File: src/rtl/serial_link_pkg.sv
// Shared definitions for the serial pattern link: transmitter state type and
// the default sync framing that the detector side also matches against.
package serial_link_pkg;

  typedef enum logic [1:0] {
    IDLE = 2'd0,
    SYNC = 2'd1,
    DATA = 2'd2,
    GAP  = 2'd3
  } tx_state_t;

  localparam int SYNC_W_DEFAULT = 4;
  localparam logic [SYNC_W_DEFAULT-1:0] SYNC_PATTERN_DEFAULT = 4'b1011;

  function automatic int max3(input int a, input int b, input int c);
    int m;
    m = (a > b) ? a : b;
    return (m > c) ? m : c;
  endfunction

endpackage

File: src/rtl/piso_shift_reg.sv
// Parallel-in serial-out register, MSB first; one-cycle load, shifts only on i_shift.
// o_next_msb exposes the bit that becomes MSB after the next shift.
module piso_shift_reg #(
  parameter int DATA_W = 8
) (
  input  logic              clk,
  input  logic              reset_n,
  input  logic              i_load,
  input  logic [DATA_W-1:0] i_load_dat,
  input  logic              i_shift,
  output logic              o_msb,
  output logic              o_next_msb
);

  logic [DATA_W-1:0] r_shreg;

  always_ff @(posedge clk or negedge reset_n) begin
    if (!reset_n) begin
      r_shreg <= '0;
    end else if (i_load) begin
      r_shreg <= i_load_dat;
    end else if (i_shift) begin
      r_shreg <= r_shreg << 1;
    end
  end

  assign o_msb = r_shreg[DATA_W-1];

  generate
    if (DATA_W > 1) begin : g_next
      assign o_next_msb = r_shreg[DATA_W-2];
    end else begin : g_next_single
      assign o_next_msb = 1'b0;
    end
  endgenerate

endmodule

File: src/rtl/sync_pattern_transmitter.sv
// Frames each accepted word as sync pattern + MSB-first payload + idle gap on one serial line.
// Accepts only in IDLE (data_ready registered); every bit advances solely on bit_en.
module sync_pattern_transmitter
  import serial_link_pkg::*;
#(
  parameter int                DATA_W       = 8,
  parameter int                SYNC_W       = SYNC_W_DEFAULT,
  parameter logic [SYNC_W-1:0] SYNC_PATTERN = SYNC_PATTERN_DEFAULT,
  parameter int                GAP_BITS     = 2,
  parameter logic              IDLE_LEVEL   = 1'b0
) (
  input  logic              clk,
  input  logic              reset_n,
  input  logic              bit_en,
  input  logic [DATA_W-1:0] data_in,
  input  logic              data_valid,
  output logic              data_ready,
  output logic              serial_out,
  output logic              frame_active,
  output logic              done
);

  localparam int MAX_CNT = max3(SYNC_W, DATA_W, GAP_BITS);
  localparam int CNT_W   = (MAX_CNT > 1) ? $clog2(MAX_CNT) : 1;

  tx_state_t        r_state, w_state;
  logic [CNT_W-1:0] r_cnt, w_cnt;
  logic             r_serial, w_serial;
  logic             r_ready, w_ready;
  logic             r_active, w_active;
  logic             r_done, w_done;

  logic w_accept;
  logic w_shift;
  logic w_sync_bit;
  logic w_piso_msb;
  logic w_piso_next;

  assign w_accept = data_valid && r_ready;
  assign w_shift  = (r_state == DATA) && bit_en && (r_cnt != '0);
  // Pattern bit that follows the one currently on the line (only used while r_cnt > 0).
  assign w_sync_bit = |(SYNC_PATTERN & (SYNC_W'(1) << (r_cnt - CNT_W'(1))));

  piso_shift_reg #(
    .DATA_W(DATA_W)
  ) u_piso (
    .clk        (clk),
    .reset_n    (reset_n),
    .i_load     (w_accept),
    .i_load_dat (data_in),
    .i_shift    (w_shift),
    .o_msb      (w_piso_msb),
    .o_next_msb (w_piso_next)
  );

  always_comb begin
    w_state  = r_state;
    w_cnt    = r_cnt;
    w_serial = r_serial;
    w_ready  = r_ready;
    w_done   = 1'b0;
    case (r_state)
      IDLE: begin
        w_ready = 1'b1;
        if (w_accept) begin
          w_state  = SYNC;
          w_cnt    = CNT_W'(SYNC_W - 1);
          w_serial = SYNC_PATTERN[SYNC_W-1];
          w_ready  = 1'b0;
        end
      end
      SYNC: begin
        if (bit_en) begin
          if (r_cnt != '0) begin
            w_cnt    = r_cnt - CNT_W'(1);
            w_serial = w_sync_bit;
          end else begin
            w_state  = DATA;
            w_cnt    = CNT_W'(DATA_W - 1);
            w_serial = w_piso_msb;
          end
        end
      end
      DATA: begin
        if (bit_en) begin
          if (r_cnt != '0) begin
            w_cnt    = r_cnt - CNT_W'(1);
            w_serial = w_piso_next;
          end else begin
            w_state  = GAP;
            w_cnt    = CNT_W'(GAP_BITS - 1);
            w_serial = IDLE_LEVEL;
            w_done   = 1'b1;
          end
        end
      end
      GAP: begin
        if (bit_en) begin
          if (r_cnt != '0) begin
            w_cnt = r_cnt - CNT_W'(1);
          end else begin
            w_state = IDLE;
            w_ready = 1'b1;
          end
        end
      end
      default: begin
        w_state  = IDLE;
        w_serial = IDLE_LEVEL;
      end
    endcase
    w_active = (w_state == SYNC) || (w_state == DATA);
  end

  always_ff @(posedge clk or negedge reset_n) begin
    if (!reset_n) begin
      r_state  <= IDLE;
      r_cnt    <= '0;
      r_serial <= IDLE_LEVEL;
      r_ready  <= 1'b0;
      r_active <= 1'b0;
      r_done   <= 1'b0;
    end else begin
      r_state  <= w_state;
      r_cnt    <= w_cnt;
      r_serial <= w_serial;
      r_ready  <= w_ready;
      r_active <= w_active;
      r_done   <= w_done;
    end
  end

  assign data_ready   = r_ready;
  assign serial_out   = r_serial;
  assign frame_active = r_active;
  assign done         = r_done;

endmodule

File: config.mk
export PLATFORM = sky130hd
export DESIGN_NAME = sync_pattern_transmitter
export DESIGN_NICKNAME = d
export VERILOG_FILES = /design/src/rtl/serial_link_pkg.sv /design/src/rtl/piso_shift_reg.sv /design/src/rtl/sync_pattern_transmitter.sv
export SDC_FILE = /design/constraint.sdc
export NUM_CORES = 1
export LEC_CHECK = 0
export CORE_MARGIN = 2
export CORE_UTILIZATION = 45
export DETAILED_ROUTE_END_ITERATION = 16
export GPL_TIMING_DRIVEN = 0
export PLACE_DENSITY = 0.69
export SYNTH_ARGS = -nofsm -noshare
export SYNTH_HDL_FRONTEND = slang
export SYNTH_HIERARCHICAL = 1
export SYNTH_SLANG_ARGS = --single-unit
File: constraint.sdc
create_clock -name clk -period 5.05 [get_ports clk]
set_input_delay 0.7575 -clock clk [delete_from_list [all_inputs] [get_ports clk]]
set_output_delay 0.7575 -clock clk [all_outputs]
set_load 0.01 [all_outputs]
==> results.sh <==
export IMPL_finalPower_w=0.000645
export IMPL_rsz0062_at_grt="false"
export IMPL_tightest_slew_ps=764
export IMPL_cp_top_family="buffers and inverters"
export IMPL_hold_ws_ps=538
export IMPL_nets=150
export IMPL_numPortBuffers=15
export IMPL_synthArstFlopShare=1.00
export IMPL_clockRootBuffer="clkbuf_4"
export IMPL_ys_ff_latch=17
export IMPL_critical_path_class="register to primary output"
export IMPL_cp_slowest_cell="clkdlybuf4s50_1"
export IMPL_drt_iter0_drc=6
export IMPL_synth_common_cells="17 x dfrtp_1, 10 x ha_1, 10 x nand2_1"
export IMPL_area_growth_syn_to_layout_pct=19.4
export IMPL_clock_sinks=17
export IMPL_cts_buffer_depth=2
export IMPL_synthMostInstantiatedCell="dfrtp_1"
export IMPL_hold_class="register to register"
export IMPL_avgSynthCellArea_um2=10.1
export IMPL_crit_buf_inv=1
export IMPL_synthFlopType="dfrtp_1"
export IMPL_cts_tree="done"
export IMPL_synth_edff_count=0
export IMPL_ctsHoldBuffers=0
export IMPL_grt_pass1_wl_um=3590
export IMPL_max_stage_delay_ps=550
export IMPL_dieArea_um2=2830
export IMPL_powerDensity_nw_per_um2=495
export IMPL_grt_overflow_total=0
export IMPL_design_area_um2=1300
export IMPL_synth_cell_types=35
export IMPL_placed_cell_area_um2=1280
export IMPL_fin_setup_tns_ps=0
export IMPL_post_synth_top_area_cell="dfrtp_1"
export IMPL_ys_warn_count=6
export IMPL_post_cts_buffers=0
export IMPL_h_tree_depth=1
export IMPL_grt_pass1_vias=821
export IMPL_antenna_left=0
export IMPL_finalWirelength_um=2070
export IMPL_dp_final_hpwl_um=1560
export IMPL_worstPathCellList="clkdlybuf4s50_1"
export IMPL_antenna_found_initial=0
export IMPL_setup_viol=0
export IMPL_dr_pass1_iters=4
export IMPL_cts_inserted_buffers=3
export IMPL_finalCritPeriodShare=0.395
export IMPL_finalClockSkew_ps=6.45
export IMPL_endpoint_kind="primary output"
export IMPL_die_w_um=53.2
export IMPL_io_pins=16
export IMPL_crit_fanout=4
export IMPL_syn_nets=130
export IMPL_cap_violations=0
export IMPL_multi_input_area_um2=604
export IMPL_syn_area_um2=1090
export IMPL_core_area_um2=2250
export IMPL_peakVddDrop_mv=0.264
export IMPL_dr_total_vias=837
export IMPL_synth_cells=108
export IMPL_initial_utilization=0.484
export IMPL_arrival_ps=1240
export IMPL_clk_pin_slew_ps=100
export IMPL_die_h_um=53.2
export IMPL_start_kind="register"
export IMPL_status="complete, no violations"
export IMPL_hold_viol=0
export IMPL_register_area_um2=425
export IMPL_seq_area_frac_synth=0.390
export IMPL_drive_above_1_share=0.110
export IMPL_max_slew_margin=0.489
export IMPL_vias_per_cell=5.40
export IMPL_netlist_top_cells_area="dfrtp_1 39%, ha_1 11%, mux2i_1 6.4%"
export IMPL_drv_slew=0
export IMPL_p_leak_nw=0.579
export IMPL_wire_per_inst_um=13.3
export IMPL_clk_latency_ps=290
export IMPL_grt_max_degree=18
export IMPL_finalCriticalPeriod_ps=1990
export IMPL_pre_cts_ws_ps=2740
export IMPL_drc=0
export IMPL_gp_congestion=0.836
export IMPL_netlist_area_leader_share=0.390
export IMPL_rows=17
export IMPL_fmax_mhz=502
export IMPL_grtUsageTotal=0.178
export IMPL_diodes=0
export IMPL_fillCellCount=211
export IMPL_required_ps=4290
export IMPL_fin_ws_ps=3060
export IMPL_cts_resized=0
-- final cells by class --
class / instances / area share
clock buffer: 4 / 0.0202
sequential: 17 / 0.327
timing repair buffer: 15 / 0.115
tap: 28 / 0.0269
inverter: 7 / 0.0202
multi-input combinational: 80 / 0.464
buffer: 4 / 0.0269
-- worst reg2reg max path, stage by stage (launching register included) --
cell,delay [ps]
dfrtp_1,480
inv_1,120
ha_1,200
buf_4,160
nor2_1,230
nor2_1,70
a211oi_1,260
mux2_2,360
-- stage by stage --
stage / utilization / cells
after floorplan: - / 108
after CTS: 0.578 / 155
final: 0.578 / 155
after detailed placement: 0.566 / 151
after global routing: 0.578 / 155
after global placement: 0.566 / 151
-- cell usage in the layout, fill, tap and decap left out, types with 2 or more instances in the layout --
| cell | n |
|---|---|
| a21boi_1 | 2 |
| ha_1 | 10 |
| clkdlybuf4s50_1 | 15 |
| o21ai_1 | 7 |
| a31oi_1 | 2 |
| o21ai_0 | 5 |
| clkbuf_4 | 3 |
| nand3_1 | 2 |
| a21oi_1 | 5 |
| nand2_1 | 10 |
| dfrtp_1 | 17 |
| mux2i_1 | 7 |
| inv_1 | 7 |
| nor2_1 | 6 |
| nand2b_1 | 3 |
| buf_6 | 2 |
| and3_1 | 2 |
| a211oi_1 | 2 |
-- where the power goes --
part / internal (W) / switching (W) / total, W
combinational: 0.000161 / 0.000168 / 0.000329
clock: 0.0000307 / 0.0000419 / 0.0000725
sequential: 0.000195 / 0.0000484 / 0.000244
total: 0.000387 / 0.000258 / 0.000645
-- kinds of logic (layout without fill, tap and decap cells) --
kind of cell | after synthesis | count (layout) | synth area share
multiplexers | 8 | 8 | 0.0745
adder cells (fa/ha/maj) | 10 | 10 | 0.115
XOR/XNOR | 1 | 1 | 0.00803
AND/OR/NAND/NOR | 27 | 27 | 0.131
buffers and inverters | 11 | 30 | 0.0562
AO/OA/AOI/OAI | 34 | 34 | 0.226
flip-flops | 17 | 17 | 0.390
-- registers in the layout, summed over array words and instances, names as in the netlist --
| register | flops |
|---|---|
| u_piso/r_shreg | 8 |
| r_cnt | 3 |
| r_state | 2 |
| data_ready | 1 |
| done | 1 |
| frame_active | 1 |
| serial_out | 1 |
-- worst paths after layout --
path	startpoint	to	slack, ps	cells past startpoint
worst max-delay path	data_ready	data_ready	3060	1
worst min-delay path	serial_out	serial_out	540	1
worst max register to register	r_state[0]	serial_out	3060	7
worst min register to register	serial_out	serial_out	540	1
max in group asynchronous	reset_n	r_cnt[2]	3660	1
min in group asynchronous	reset_n	r_state[0]	910	1
-- per-layer routing --
layer	global-route usage	vias up	part of all wire
met5	0	-	0
met4	0.0897	0	0.011
met3	0.0367	4	0.037
met2	0.276	13	0.45
met1	0.231	398	0.50
li1	-	422	-
Power figures use the tool's default switching activity.
